==> config.mk <==
export PLATFORM = sky130hd
export DESIGN_NAME = battle_turn_ctl
export DESIGN_NICKNAME = d
export VERILOG_FILES = /design/src/rtl/battle_turn_ctl.sv
export SDC_FILE = /design/constraint.sdc
export NUM_CORES = 1
export LEC_CHECK = 0
export CORE_UTILIZATION = 38
export DETAILED_ROUTE_END_ITERATION = 12
export PLACE_DENSITY = 0.85
export SLEW_MARGIN = 40
export SYNTH_ARGS = -nofsm -noshare
export SYNTH_HDL_FRONTEND = slang
export SYNTH_SLANG_ARGS = --single-unit
==> constraint.sdc <==
create_clock -name clk -period 4.1 [get_ports clk]
set_clock_uncertainty 0.1 [all_clocks]
set_input_delay 1.23 -clock clk [delete_from_list [all_inputs] [get_ports clk]]
set_output_delay 1.23 -clock clk [all_outputs]
set_load 0.01 [all_outputs]
==> src/rtl/battle_turn_ctl.sv <==
// Turn-flow controller for the two-player battleship game: cursor-to-grid mapping,
// placement/aim/fire/result/defend/reply/over sequencing and hit scoring.
// Optional REPEAT_GUARD_EN keeps a fired-cell bitmap and ignores repeat shots.
module battle_turn_ctl #(
  parameter int unsigned GRID_W      = 10,
  parameter int unsigned GRID_H      = 10,
  parameter int unsigned CELL_PX     = 32,
  parameter int unsigned ORIGIN_X    = 608,
  parameter int unsigned ORIGIN_Y    = 193,
  parameter int unsigned FLEET_CELLS = 11
) (
  input  logic        clk,
  input  logic        rst,
  input  logic        mouse_left,
  input  logic [11:0] mouse_xpos,
  input  logic [11:0] mouse_ypos,
  input  logic        first_player,
  input  logic [3:0]  placed_count,
  output logic        cursor_valid,
  output logic [7:0]  cursor_coord,
  output logic        place_en,
  output logic        shot_valid,
  output logic [7:0]  shot_coord,
  input  logic        shot_ready,
  input  logic        res_valid,
  input  logic        res_hit,
  input  logic        in_valid,
  input  logic [7:0]  in_coord,
  output logic [7:0]  lookup_coord,
  input  logic        lookup_hit,
  output logic        reply_valid,
  output logic        reply_hit,
  input  logic        reply_ready,
  output logic [3:0]  hits_scored,
  output logic [3:0]  hits_taken,
  output logic [2:0]  state_code,
  output logic        game_over,
  output logic        win
);

  localparam int unsigned SHIFT = $clog2(CELL_PX);
  localparam int unsigned X_END = ORIGIN_X + GRID_W * CELL_PX;
  localparam int unsigned Y_END = ORIGIN_Y + GRID_H * CELL_PX;
  localparam logic [3:0]  FLEET = 4'(FLEET_CELLS);

  typedef enum logic [2:0] {
    S_PLACE  = 3'd0,
    S_ARM    = 3'd1,
    S_AIM    = 3'd2,
    S_FIRE   = 3'd3,
    S_RESULT = 3'd4,
    S_DEFEND = 3'd5,
    S_REPLY  = 3'd6,
    S_OVER   = 3'd7
  } state_t;

  state_t      state_q, state_d;
  logic        mouse_left_q;
  logic        place_en_q, place_en_d;
  logic        shot_valid_q, shot_valid_d;
  logic [7:0]  shot_coord_q, shot_coord_d;
  logic        reply_valid_q, reply_valid_d;
  logic        reply_hit_q, reply_hit_d;
  logic [3:0]  hits_scored_q, hits_scored_d;
  logic [3:0]  hits_taken_q, hits_taken_d;
  logic        game_over_q, game_over_d;
  logic        win_q, win_d;

  logic        in_x_c, in_y_c;
  logic [3:0]  cur_col_c, cur_row_c;
  logic        click_c;
  logic        repeat_c;

  // Pixel to grid cell; coordinate reads as zero off-grid
  always_comb begin
    in_x_c       = (32'(mouse_xpos) >= ORIGIN_X) && (32'(mouse_xpos) < X_END);
    in_y_c       = (32'(mouse_ypos) >= ORIGIN_Y) && (32'(mouse_ypos) < Y_END);
    cur_col_c    = 4'((32'(mouse_xpos) - ORIGIN_X) >> SHIFT);
    cur_row_c    = 4'((32'(mouse_ypos) - ORIGIN_Y) >> SHIFT);
    cursor_valid = in_x_c & in_y_c;
    cursor_coord = cursor_valid ? {cur_row_c, cur_col_c} : 8'h00;
  end

  assign click_c      = mouse_left & ~mouse_left_q;
  assign lookup_coord = in_coord;

`ifdef REPEAT_GUARD_EN
  localparam int unsigned CELLS = GRID_W * GRID_H;
  localparam int unsigned IDX_W = (CELLS > 1) ? $clog2(CELLS) : 1;

  logic [CELLS-1:0] fired_q;
  logic [IDX_W-1:0] cur_idx_c;
  logic [IDX_W-1:0] shot_idx_c;

  assign cur_idx_c  = IDX_W'(32'(cur_row_c) * GRID_W + 32'(cur_col_c));
  assign shot_idx_c = IDX_W'(32'(shot_coord_q[7:4]) * GRID_W + 32'(shot_coord_q[3:0]));
  assign repeat_c   = fired_q[cur_idx_c];

  // A cell is marked only once the link layer has taken the shot
  always_ff @(posedge clk) begin
    if (rst) begin
      fired_q <= '0;
    end else if (shot_valid_q && shot_ready) begin
      fired_q[shot_idx_c] <= 1'b1;
    end
  end
`else
  assign repeat_c = 1'b0;
`endif

  // Next-state and registered-output computation
  always_comb begin
    state_d       = state_q;
    shot_valid_d  = shot_valid_q;
    shot_coord_d  = shot_coord_q;
    reply_valid_d = reply_valid_q;
    reply_hit_d   = reply_hit_q;
    hits_scored_d = hits_scored_q;
    hits_taken_d  = hits_taken_q;
    win_d         = win_q;

    case (state_q)
      S_PLACE: begin
        if (placed_count == FLEET && !mouse_left) state_d = S_ARM;
      end
      S_ARM: begin
        state_d = first_player ? S_AIM : S_DEFEND;
      end
      S_AIM: begin
        if (click_c && cursor_valid && !repeat_c) begin
          shot_coord_d = cursor_coord;
          shot_valid_d = 1'b1;
          state_d      = S_FIRE;
        end
      end
      S_FIRE: begin
        if (shot_valid_q && shot_ready) begin
          shot_valid_d = 1'b0;
          state_d      = S_RESULT;
        end
      end
      S_RESULT: begin
        if (res_valid) begin
          if (res_hit && hits_scored_q < FLEET) hits_scored_d = hits_scored_q + 4'd1;
          if (hits_scored_d == FLEET) begin
            state_d = S_OVER;
            win_d   = 1'b1;
          end else begin
            state_d = S_DEFEND;
          end
        end
      end
      S_DEFEND: begin
        if (in_valid) begin
          reply_hit_d   = lookup_hit;
          reply_valid_d = 1'b1;
          if (lookup_hit && hits_taken_q < FLEET) hits_taken_d = hits_taken_q + 4'd1;
          state_d       = S_REPLY;
        end
      end
      S_REPLY: begin
        if (reply_ready) begin
          reply_valid_d = 1'b0;
          if (hits_taken_q == FLEET) begin
            state_d = S_OVER;
            win_d   = 1'b0;
          end else begin
            state_d = S_AIM;
          end
        end
      end
      S_OVER: begin
        state_d = S_OVER;
      end
      default: begin
        state_d = S_PLACE;
      end
    endcase

    place_en_d  = (state_d == S_PLACE);
    game_over_d = (state_d == S_OVER);
  end

  always_ff @(posedge clk) begin
    if (rst) begin
      state_q       <= S_PLACE;
      mouse_left_q  <= 1'b0;
      place_en_q    <= 1'b0;
      shot_valid_q  <= 1'b0;
      shot_coord_q  <= 8'h00;
      reply_valid_q <= 1'b0;
      reply_hit_q   <= 1'b0;
      hits_scored_q <= 4'd0;
      hits_taken_q  <= 4'd0;
      game_over_q   <= 1'b0;
      win_q         <= 1'b0;
    end else begin
      state_q       <= state_d;
      mouse_left_q  <= mouse_left;
      place_en_q    <= place_en_d;
      shot_valid_q  <= shot_valid_d;
      shot_coord_q  <= shot_coord_d;
      reply_valid_q <= reply_valid_d;
      reply_hit_q   <= reply_hit_d;
      hits_scored_q <= hits_scored_d;
      hits_taken_q  <= hits_taken_d;
      game_over_q   <= game_over_d;
      win_q         <= win_d;
    end
  end

  assign place_en    = place_en_q;
  assign shot_valid  = shot_valid_q;
  assign shot_coord  = shot_coord_q;
  assign reply_valid = reply_valid_q;
  assign reply_hit   = reply_hit_q;
  assign hits_scored = hits_scored_q;
  assign hits_taken  = hits_taken_q;
  assign state_code  = state_q;
  assign game_over   = game_over_q;
  assign win         = win_q;

endmodule

==> flow_summary.yaml <==
run_status:
  status: "finished, final reports clean"
yosys:
  synth_nets: 225
  yosysWarnings: 0
  avgSynthCellArea_um2: 8.673
  ys_seq_elements: 26
  async_flop_share_pct: 0
  syn_area_mm2: 0.001526
  yosysSeqAreaShare_pct: 34.10
  synth_cell_types: 50
  synth_edf_count: 0
  syn_inst: 176
  ys.flop_type: "dfxtp_1"
place:
  dpl.hpwl_mm: 3.131
  finalWeightedCongestion: 0.8472
  port_buffers: 66
  preCtsSetupSlack_ps: -714.6
  place_area_mm2: 0.002333
route:
  via_count: 1646
  wl_per_cell_um: 13.54
  wirelength_mm: 4.185
  vias_per_cell: 5.327
  ant_nets: 0
  first_iter_violations: 87
  dr.pass1.iters: 4
  post-route-drc-count: 0
finish:
  antenna_cells: 0
  fin_nets: 311
  drive_above_1_share_pct: 27.59
  area_growth_pct: 60.57
  final_area_mm2: 0.002451
grt:
  antenna_found_initial: 0
  grt_use_total_pct: 20.85
  grt_pass1_wl_mm: 6.879
  grt_start_max_net_pins: 17
  grt_overflow_total: 0
  grt_pass1_vias: 1556
die:
  dieArea_mm2: 0.004275
  die_h_um: 65.38
  die_w_um: 65.38
  rows: 22
  io_pins: 88
  core-area_mm2: 0.003744
  start_util_pct: 40.78
power:
  internal_power_uw: 426.7
  p_total_uw: 580.9
  powerDensity_mw_per_mm2: 237.0
  peakVddDrop_uv: 116.4
  power.leakage_nw: 0.9951
  swShare_pct: 26.54
  pwr-share-clk_pct: 28.7
  net-switching-power_uw: 154.2
  seq_power_share_pct: 47.1
  p_comb_share_pct: 24.2
timing:
  holdWs_ps: 378.5
  period_minus_slack_ps: 3982
  worstMarginPinSlew_ps: 598.1
  max_clock_freq_mhz: 251.1
  finalSetupViolCount: 0
  finalWorstSetupSlack_ps: 117.9
  fin_setup_tns_ps: 0
  max_slew_margin_pct: 60.00
  layout_worst_path_cycle_share_pct: 97.12
  finalHoldViolCount: 0
  slew_viol_final: 0
worst_setup_path:
  cp-start-kind: "primary input"
  path_max_fanout: 4
  critPathCaptureType: "output port"
  critical_path_arrival_ps: 2650
  rrSetupSlack_ps: 2170
  required_ps: 2770
  path_class: "in -> out"
flow_run:
  maxCapViolCount: 0
min_path:
  min_path_type: "reg -> reg"
cts:
  cts-root-buf: "clkbuf_8"
  clk_latency_ps: 270
  cts.clk_slew.worst_paths_ps: 90
  cts_sinks: 26
  htree_levels: 1
  cts_tree: "yes"
  cts_buffer_depth: 2
  cts_buffers: 3
-- final timing paths --
path,depth (start not counted),end,startpoint
worst max-delay path,9,cursor_coord[4],mouse_ypos[0]
worst min-delay path,2,shot_coord[1],shot_coord[1]
worst max register to register,6,place_en,hits_scored[0]
worst min register to register,2,shot_coord[1],shot_coord[1]
-- cell usage after synthesis, types with 4 or more instances --
master	instances	share of area, %
nand3_1	4	1.3
and3_1	4	1.6
dfxtp_1	26	34
a21oi_1	12	3.9
xnor2_1	4	2.3
nor2_1	19	4.7
clkbuf_1	7	1.7
inv_1	4	0.98
buf_4	8	3.9
xor2_1	4	2.3
o21ai_0	9	3.0
nand2_1	11	2.7
nor2b_1	7	2.9
-- flip-flops by register name (all words and copies together), names as in the netlist --
signal / count
state_code: 3
game_over: 1
hits_taken: 4
reply_hit: 1
reply_valid: 1
hits_scored: 4
shot_valid: 1
place_en: 1
win: 1
mouse_left_q: 1
shot_coord: 8
-- metrics by stage --
stage | utilization (%) | std cells
2_1_floorplan | - | 176
3_3_place_gp | 62.33 | 297
3_5_place_dp | 62.33 | 297
4_1_cts | 64.94 | 308
5_1_grt | 65.47 | 309
6_report | 65.47 | 309
-- cell type report --
type	instances	area [µm²]
fillers	324	1292
inverters	4	15.01
multi-input cells	129	944.7
flip-flops and latches	26	520.5
well taps	48	60.06
repair buffers	98	855.8
clock buffers	4	55.05
-- cells by family (layout without fill, tap and decap cells) --
logic type / count (synthesis) / in the layout / synth area share [%]
flops: 26 / 26 / 34.10
buf+inv: 21 / 106 / 7.132
fa+ha+maj: 3 / 3 / 2.459
xor+xnor: 8 / 8 / 4.590
compound gates: 45 / 45 / 21.80
mux: 3 / 3 / 1.967
simple gates: 70 / 70 / 27.95
-- power by group through the flow --
| stage | sequential (mW) | clock (mW) | combinational (mW) |
|---|---|---|---|
| 2_1_floorplan | 0.275 | 0 | 0.0729 |
| 3_5_place_dp | 0.279 | 0 | 0.141 |
| 4_1_cts | 0.273 | 0.167 | 0.141 |
| 5_1_grt | 0.276 | 0.184 | 0.153 |
| 3_3_place_gp | 0.279 | 0 | 0.139 |
| 6_report | 0.274 | 0.167 | 0.141 |
-- cell usage in the layout, fill, tap and decap left out, types with 2 or more instances in the layout --
cell / netlist / final
clkdlybuf4s50_1: 0 / 39
buf_4: 8 / 28
dfxtp_1: 26 / 26
nor2_1: 19 / 15
a21oi_1: 12 / 11
nand2_1: 11 / 10
o21ai_0: 9 / 9
buf_2: 0 / 8
nor2b_1: 7 / 7
clkbuf_2: 0 / 5
dlygate4sd2_1: 0 / 5
buf_6: 0 / 5
xnor2_1: 4 / 4
and3_1: 4 / 4
xor2_1: 4 / 4
inv_1: 4 / 4
clkbuf_8: 0 / 4
dlymetal6s2s_1: 0 / 4
clkdlybuf4s15_1: 0 / 4
nand3_1: 4 / 3
a311oi_1: 3 / 3
and4_1: 3 / 3
o41ai_1: 3 / 3
mux2i_1: 3 / 3
ha_1: 3 / 3
nor2_4: 0 / 2
a21o_2: 2 / 2
nor4_2: 1 / 2
o211ai_1: 2 / 2
nor2_2: 0 / 2
nor3b_2: 1 / 2
a41oi_1: 2 / 2
and4b_1: 2 / 2
nand4b_1: 2 / 2
a211oi_1: 2 / 2
nor3_1: 3 / 2
-- worst max-delay path: stages --
cell and delay (ps):
clkdlybuf4s15_1 220, nor4_4 60, buf_4 130, a21o_2 250
a221oi_4 250, nand2_2 140, buf_6 140, a21oi_2 90
buf_2 140
-- routing by layer --
layer  track usage (%)  routed length [µm]  part of all wire (%)  up-vias
met4             9.511                  81                   1.9        0
met5                 0                   0                     0        -
li1                  -                   -                     -      812
met1             22.72                1632                    39      757
met3             6.076                 374                   8.9       11
met2             36.86                2097                    50       66
-- timing repair --
action,CTS,global route
endpoints found under the hold margin,0,0
pin swaps,9,8
gates cloned,0,0
hold buffers,0,0
resized for setup,66,20
endpoints found under the setup margin,9,9
setup buffers,7,1
(Power assumes the default switching activity.)
